**src/rtl/twenty_bit_subtractor.sv**
```systemverilog
// Purpose: registered 20-bit unsigned subtractor, d = (i0 - i1) mod 2^20, bout = (i0 < i1).
// Latency: one cycle; operands stable before edge N appear on d/bout after edge N.
// Backpressure: none; a new result is captured on every rising edge, no handshake.

// Half subtractor: difference and borrow of a - b.
module twenty_bit_subtractor_hs (
    input  logic a_i,
    input  logic b_i,
    output logic diff_o,
    output logic borrow_o
);
    assign diff_o   = a_i ^ b_i;
    assign borrow_o = ~a_i & b_i;
endmodule

// Full subtractor: two half subtractors chained through the borrow-in,
// with the two partial borrows ORed. The second stage's borrow reduces to
// ~(a ^ b) & bin, so the OR gives the usual ripple-borrow equation.
module twenty_bit_subtractor_fs (
    input  logic a_i,
    input  logic b_i,
    input  logic bin_i,
    output logic diff_o,
    output logic bout_o
);
    logic d1;
    logic b1;
    logic b2;

    twenty_bit_subtractor_hs u_hs_ab (
        .a_i      (a_i),
        .b_i      (b_i),
        .diff_o   (d1),
        .borrow_o (b1)
    );

    twenty_bit_subtractor_hs u_hs_bin (
        .a_i      (d1),
        .b_i      (bin_i),
        .diff_o   (diff_o),
        .borrow_o (b2)
    );

    assign bout_o = b1 | b2;
endmodule

// Top: ripple-borrow chain of 20 full-subtractor cells feeding the output register.
module twenty_bit_subtractor (
    input  logic        clk,
    input  logic        rst,
    input  logic [19:0] i0,
    input  logic [19:0] i1,
    output logic [19:0] d,
    output logic        bout
);
    // borrow[k] is the borrow into cell k; borrow[20] leaves the MSB cell.
    logic [20:0] borrow;
    logic [19:0] diff;

    logic [19:0] d_q;
    logic [19:0] d_d;
    logic        bout_q;
    logic        bout_d;

    // No borrow-in port: the LSB cell always starts from zero.
    assign borrow[0] = 1'b0;

    for (genvar k = 0; k < 20; k++) begin : g_cell
        twenty_bit_subtractor_fs u_fs (
            .a_i    (i0[k]),
            .b_i    (i1[k]),
            .bin_i  (borrow[k]),
            .diff_o (diff[k]),
            .bout_o (borrow[k+1])
        );
    end

    // Next-state of the output register is the settled ripple result.
    always_comb begin
        d_d    = diff;
        bout_d = borrow[20];
    end

    // Capture {bout, d} every edge; reset wins over the operands at the same edge.
    always_ff @(posedge clk) begin
        if (rst) begin
            d_q    <= 20'h00000;
            bout_q <= 1'b0;
        end else begin
            d_q    <= d_d;
            bout_q <= bout_d;
        end
    end

    assign d    = d_q;
    assign bout = bout_q;
endmodule

```
**config.mk**
```make
export PLATFORM = sky130hd
export DESIGN_NAME = twenty_bit_subtractor
export DESIGN_NICKNAME = d
export VERILOG_FILES = /design/src/rtl/twenty_bit_subtractor.sv
export SDC_FILE = /design/constraint.sdc
export NUM_CORES = 1
export LEC_CHECK = 0
export ABC_AREA = 0
export BUFFER_PORTS_ARGS = -buffer_cell sky130_fd_sc_hd__buf_2
export CORE_ASPECT_RATIO = 1.2
export CORE_MARGIN = 5
export CORE_UTILIZATION = 43
export CTS_BUF_LIST = sky130_fd_sc_hd__clkbuf_4
export CTS_CLUSTER_SIZE = 10
export DETAILED_ROUTE_END_ITERATION = 10
export PLACE_DENSITY = 0.84
export SYNTH_ARGS = -nofsm -noshare
export SYNTH_HDL_FRONTEND = slang
export SYNTH_SLANG_ARGS = --single-unit
```
**constraint.sdc**
```tcl
create_clock -name clk -period 13.3 [get_ports clk]
set_clock_uncertainty 0.2 [all_clocks]
set_input_delay 1.995 -clock clk [delete_from_list [all_inputs] [get_ports clk]]
set_output_delay 1.995 -clock clk [all_outputs]
set_load 0.1 [all_outputs]
```
## Word level (Yosys, flattened, before mapping)

Cells that the tools add are included.

| cells by class | value |
|---|---|
| bitwise logic cells | 136 |

Operators with widths:

| kind | number |
|---|---|
| $and 1x1->1 | 39 |
| $not 1->1 | 39 |
| $xor 1x1->1 | 39 |
| $or 1x1->1 | 19 |

| word-level totals | value |
|---|---|
| register bits | 21 |
| input port bits | 42 |
| output and inout port bits | 21 |

## Depth between registers and ports, before layout

| depth | value |
|---|---|
| depth after elaboration | 40 |
| depth in mapped cells | 25 |

## Modules after synthesis

From an unflattened synthesis, not the netlist that was laid out.

| second synthesis, totals | value |
|---|---|
| cells, all modules | 185 |
| area total of the unflattened synthesis | 1,554.0 um^2 |

By module, submodules not included:

| module | instances | cells each | area each (um^2) | seq. area each (um^2) |
|---|---|---|---|---|
| twenty_bit_subtractor_hs | 40 | 3 | 20.0 | 0.0 |
| twenty_bit_subtractor | 1 | 45 | 628.1 | 420.4 |
| twenty_bit_subtractor_fs | 20 | 1 | 6.3 | 0.0 |

## Worst setup path before layout

No wires, ideal clock.

| timing | value |
|---|---|
| path kind | in2reg |
| start | input port i0[0] |
| end | register d_q[19], in the netlist d[19] |
| data arrival time | 9,494 ps |
| data required time | 12,984 ps |
| slack | 3,490 ps |
| cell stages on the path | 25 |
| buffers on the path | 0 |
| cells stage by stage | inv_1 -> ha_1 -> inv_1 -> fa_1 -> inv_1 -> fa_1 -> fa_1 -> fa_1 -> fa_1 -> fa_1 -> fa_1 -> fa_1 -> fa_1 -> fa_1 -> fa_1 -> fa_1 -> fa_1 -> fa_1 -> fa_1 -> fa_1 -> fa_1 -> fa_1 -> inv_1 -> fa_1 -> and2b_2 |

| between the ends | value |
|---|---|
| word-level cells in the longest chain between the ends | 39 |

RTL lines:

| item | line | text |
|---|---|---|
| start: declaration | 51 | `input logic [19:0] i0,` |
| $not 1->1 | 13 | `assign borrow_o = ~a_i & b_i;` |
| $and 1x1->1 (2 in series) | 13 |  |
| $or 1x1->1 | 44 | `assign bout_o = b1 \| b2;` |
| $and 1x1->1 | 13 |  |
| $or 1x1->1 | 44 |  |
| $and 1x1->1 | 13 |  |
| $or 1x1->1 | 44 |  |
| $and 1x1->1 | 13 |  |
| [... 23 more ...] | -- |  |
| $and 1x1->1 | 13 |  |
| $or 1x1->1 | 44 |  |
| $and 1x1->1 | 13 |  |
| $or 1x1->1 | 44 |  |
| $and 1x1->1 | 13 |  |
| $or 1x1->1 | 44 |  |
| $xor 1x1->1 | 12 | `assign diff_o = a_i ^ b_i;` |
| via g_cell[19].u_fs.diff_o | 23 | `output logic diff_o,` |
| end signal: assignment | 87 | `d_q <= 20'h00000;` |
| end signal: assignment | 90 | `d_q <= d_d;` |
| end: declaration | 60 | `logic [19:0] d_q;` |

The timed path passes the listed nets, and every way through them passes these cells.
A chain may end at the register's enable or synchronous reset.

## Final worst setup path

Ends and elaborated chain as after synthesis.

==> key figures <==
Finish
  – Cell area after layout: 1370 µm²
  – Share of layout cells above drive strength 1: 45.0%
  – # diodes: 0
  – Final #Nets: 214
  – Area delta synth->final: 35.3%

Place
  – Hpwl dp: 1.73 mm
  – PortBufs: 62
  – Pre-CTS setup slack: 3.10 ns
  – Placed inst area: 1340 µm²
  – GP Congestion: ~0.69

Critical path
  – Delay-heaviest family, CP: adder cells
  – Slowest-stage cell, CP: fa_1
  – Worst EP required: roughly 13 ns
  – Endpoint class of the critical path: flip-flop
  – Critical path type: in2reg
  – Critical path's largest stage delay: 0.42 ns
  – Startpoint type of the worst setup path: primary input
  – Worst Path Max Fanout: 1
  – Most frequent CP cell: fa_1
  – CP arrival: 9.86 ns
  – CP Buf/Inv Count: 5

Clocking
  – H-tree levels: 1
  – Cts hold-fix bufs: 0
  – Number of clock sinks: 21
  – Maximum clock insertion buffer count: 2
  – TritonCTS Buffers: 3
  – Clock slew at reported path FFs: 0.11 ns
  – Clock Tree Root: clkbuf_4
  – Post-CTS resize count: 0
  – Postcts setup bufs: 0
  – CTS tree: built

Yosys
  – Post-synth EDFFs: 0
  – Flops & latches, synth: 21
  – Synth warn: 0
  – Dominant synthesized flop cell: dfxtp_1
  – Simple-Gate Fraction of Synth Area: under 10%
  – Post-Synth Adder-Cell Area: between 30% and 40%
  – Mapped cell area: 1010 µm²
  – Top cells by area, synth: dfxtp_1 (42%), fa_1 (38%), inv_1 (8.5%), nor2_1 (7.1%), buf_6 (2.2%)
  – Count of cell types in the netlist: 8
  – Syn_area_per_cell: 11.6 µm²
  – Largest family of logic cells by synthesized area: adder cells
  – Sequential area share after synthesis: 41.6%
  – Mux share of post-synthesis cell area: 0%
  – Most numerous cell in the Yosys netlist: inv_1
  – Synth cell count leaders: inv_1 (23), dfxtp_1 (21), fa_1 (19), nor2_1 (19), buf_6 (2)
  – Post-Synth XOR/XNOR Area: 0%
  – Syn Inst Count: 87
  – Syn nets: about 150
  – Async S/R FF share, synth: 0%
  – Compound-Gate Fraction of Synth Area: 0%
  – Cell accounting for the most synthesized area: dfxtp_1
  – Share of the synthesized area in the top cell type: 41.6%

GRT
  – Initial antenna violation count: 0
  – Global-route usage over all layers: 12.0%
  – Number of global-route vias before repair: 822
  – First-pass GRT wire length: 3.04 mm
  – Congestion Overflow GR: 0
  – Largest net degree at the start of global routing: 22

Timing
  – Final setup vio count: 0
  – Max_slew headroom: between 60% and 70%
  – Hold slack: 1.75 ns
  – Slew @ Worst Pin: 0.496 ns
  – Final hold violations: 0
  – Fin crit share: about three quarters
  – Final TNS setup: 0 ns
  – Slew Limit Fails: 0
  – Fmax: between 0.1 and 0.15 GHz
  – Worst setup margin: 3.44 ns
  – Post-route minimum period: 9.86 ns
  – RSZ-0062 raised after global routing: no

Routing
  – DR DRC count: 0
  – Initial DRC count: 1
  – Vias per cell: 4.14
  – Detail Route Antenna Nets: 0
  – Vias: 754
  – Routed wire length: 1.93 mm
  – Initial DRT Pass Iterations: 2
  – Wire per inst: 10.6 µm

Floorplanning
  – Die X: 54.3 µm
  – Initial Utilization: approximately 44%
  – Die Height: between 60 and 70 µm
  – Die Area: 3420 µm²
  – Ports: 63
  – Core Box Area: 2280 µm²
  – Rows: 19

Worst hold path
  – HP Class: in2reg

Run status
  – Status: complete, no violations

Flow run
  – Max-Cap Viols: 0

Pwr
  – Pleak: approximately 0.77 nW
  – Max rail drop VDD: 65.2 µV
  – Power per cell area: about 140 nW/µm²
==> stage by stage <==
step / cells / total power, W / utilization, %
4_1_cts: 182 / 0.000198 / 59.9
2_1_floorplan: 87 / 0.000149 / -
6_report: 182 / 0.000196 / 59.9
5_1_grt: 182 / 0.000206 / 59.9
3_5_place_dp: 178 / 0.000167 / 58.6
3_3_place_gp: 178 / 0.000165 / 58.6
==> tightest hold or removal path: cells and delay by family <==
family / cells / cell delay [ns]
AND/OR/NAND/NOR: 1 / 0.03
buffers and inverters: 1 / 0.08
adder cells (fa/ha/maj): 1 / 0.11
==> path summary, 6_finish.rpt <==
| path | startpoint | end | cells after the start |
|---|---|---|---|
| setup / recovery | i0[0] | d[19] | 26 |
| hold / removal | i1[0] | d[0] | 3 |
==> layer usage <==
| metal | share of wire, % | GRT usage [%] | wire [µm] |
|---|---|---|---|
| met2 | 54 | 23.8 | 1050 |
| met4 | 1.4 | 5.61 | 27 |
| met3 | 13 | 1.65 | 254 |
| met1 | 31 | 10.8 | 604 |
| met5 | 0 | 0 | 0 |
==> report_power, final <==
part,internal [W],switching [W]
logic,0.0000183,0.0000741
registers,0.0000708,0.00000154
clock network,0.0000137,0.0000175
total,0.000103,0.0000931
==> logic make-up (layout without fill, tap and decap cells) <==
| kind of cell | after synthesis | after routing |
|---|---|---|
| fa+ha+maj | 20 | 20 |
| buf+inv | 25 | 89 |
| flops | 21 | 21 |
| simple gates | 21 | 21 |
==> layout make-up <==
cell class	count	area, µm²
clock buffers	4	30.0
inverters	23	86.3
well taps	31	38.8
multi-input cells	41	482
flip-flops and latches	21	420
repair buffers	62	310
fillers	214	915
==> cells in the final DEF (no fill, tap or decap), drive strengths merged <==
cell    netlist  layout
nor2         19      19
fa           19      19
dfxtp        21      21
ha            1       1
and2b         1       1
nor2b         1       1
buf           2      62
inv          23      23
clkbuf        0       4
==> registers in the layout (all words and copies together), names as in the netlist <==
| register | flops |
|---|---|
| bout | 1 |
| d | 20 |
Power figures use the tool's default switching activity.
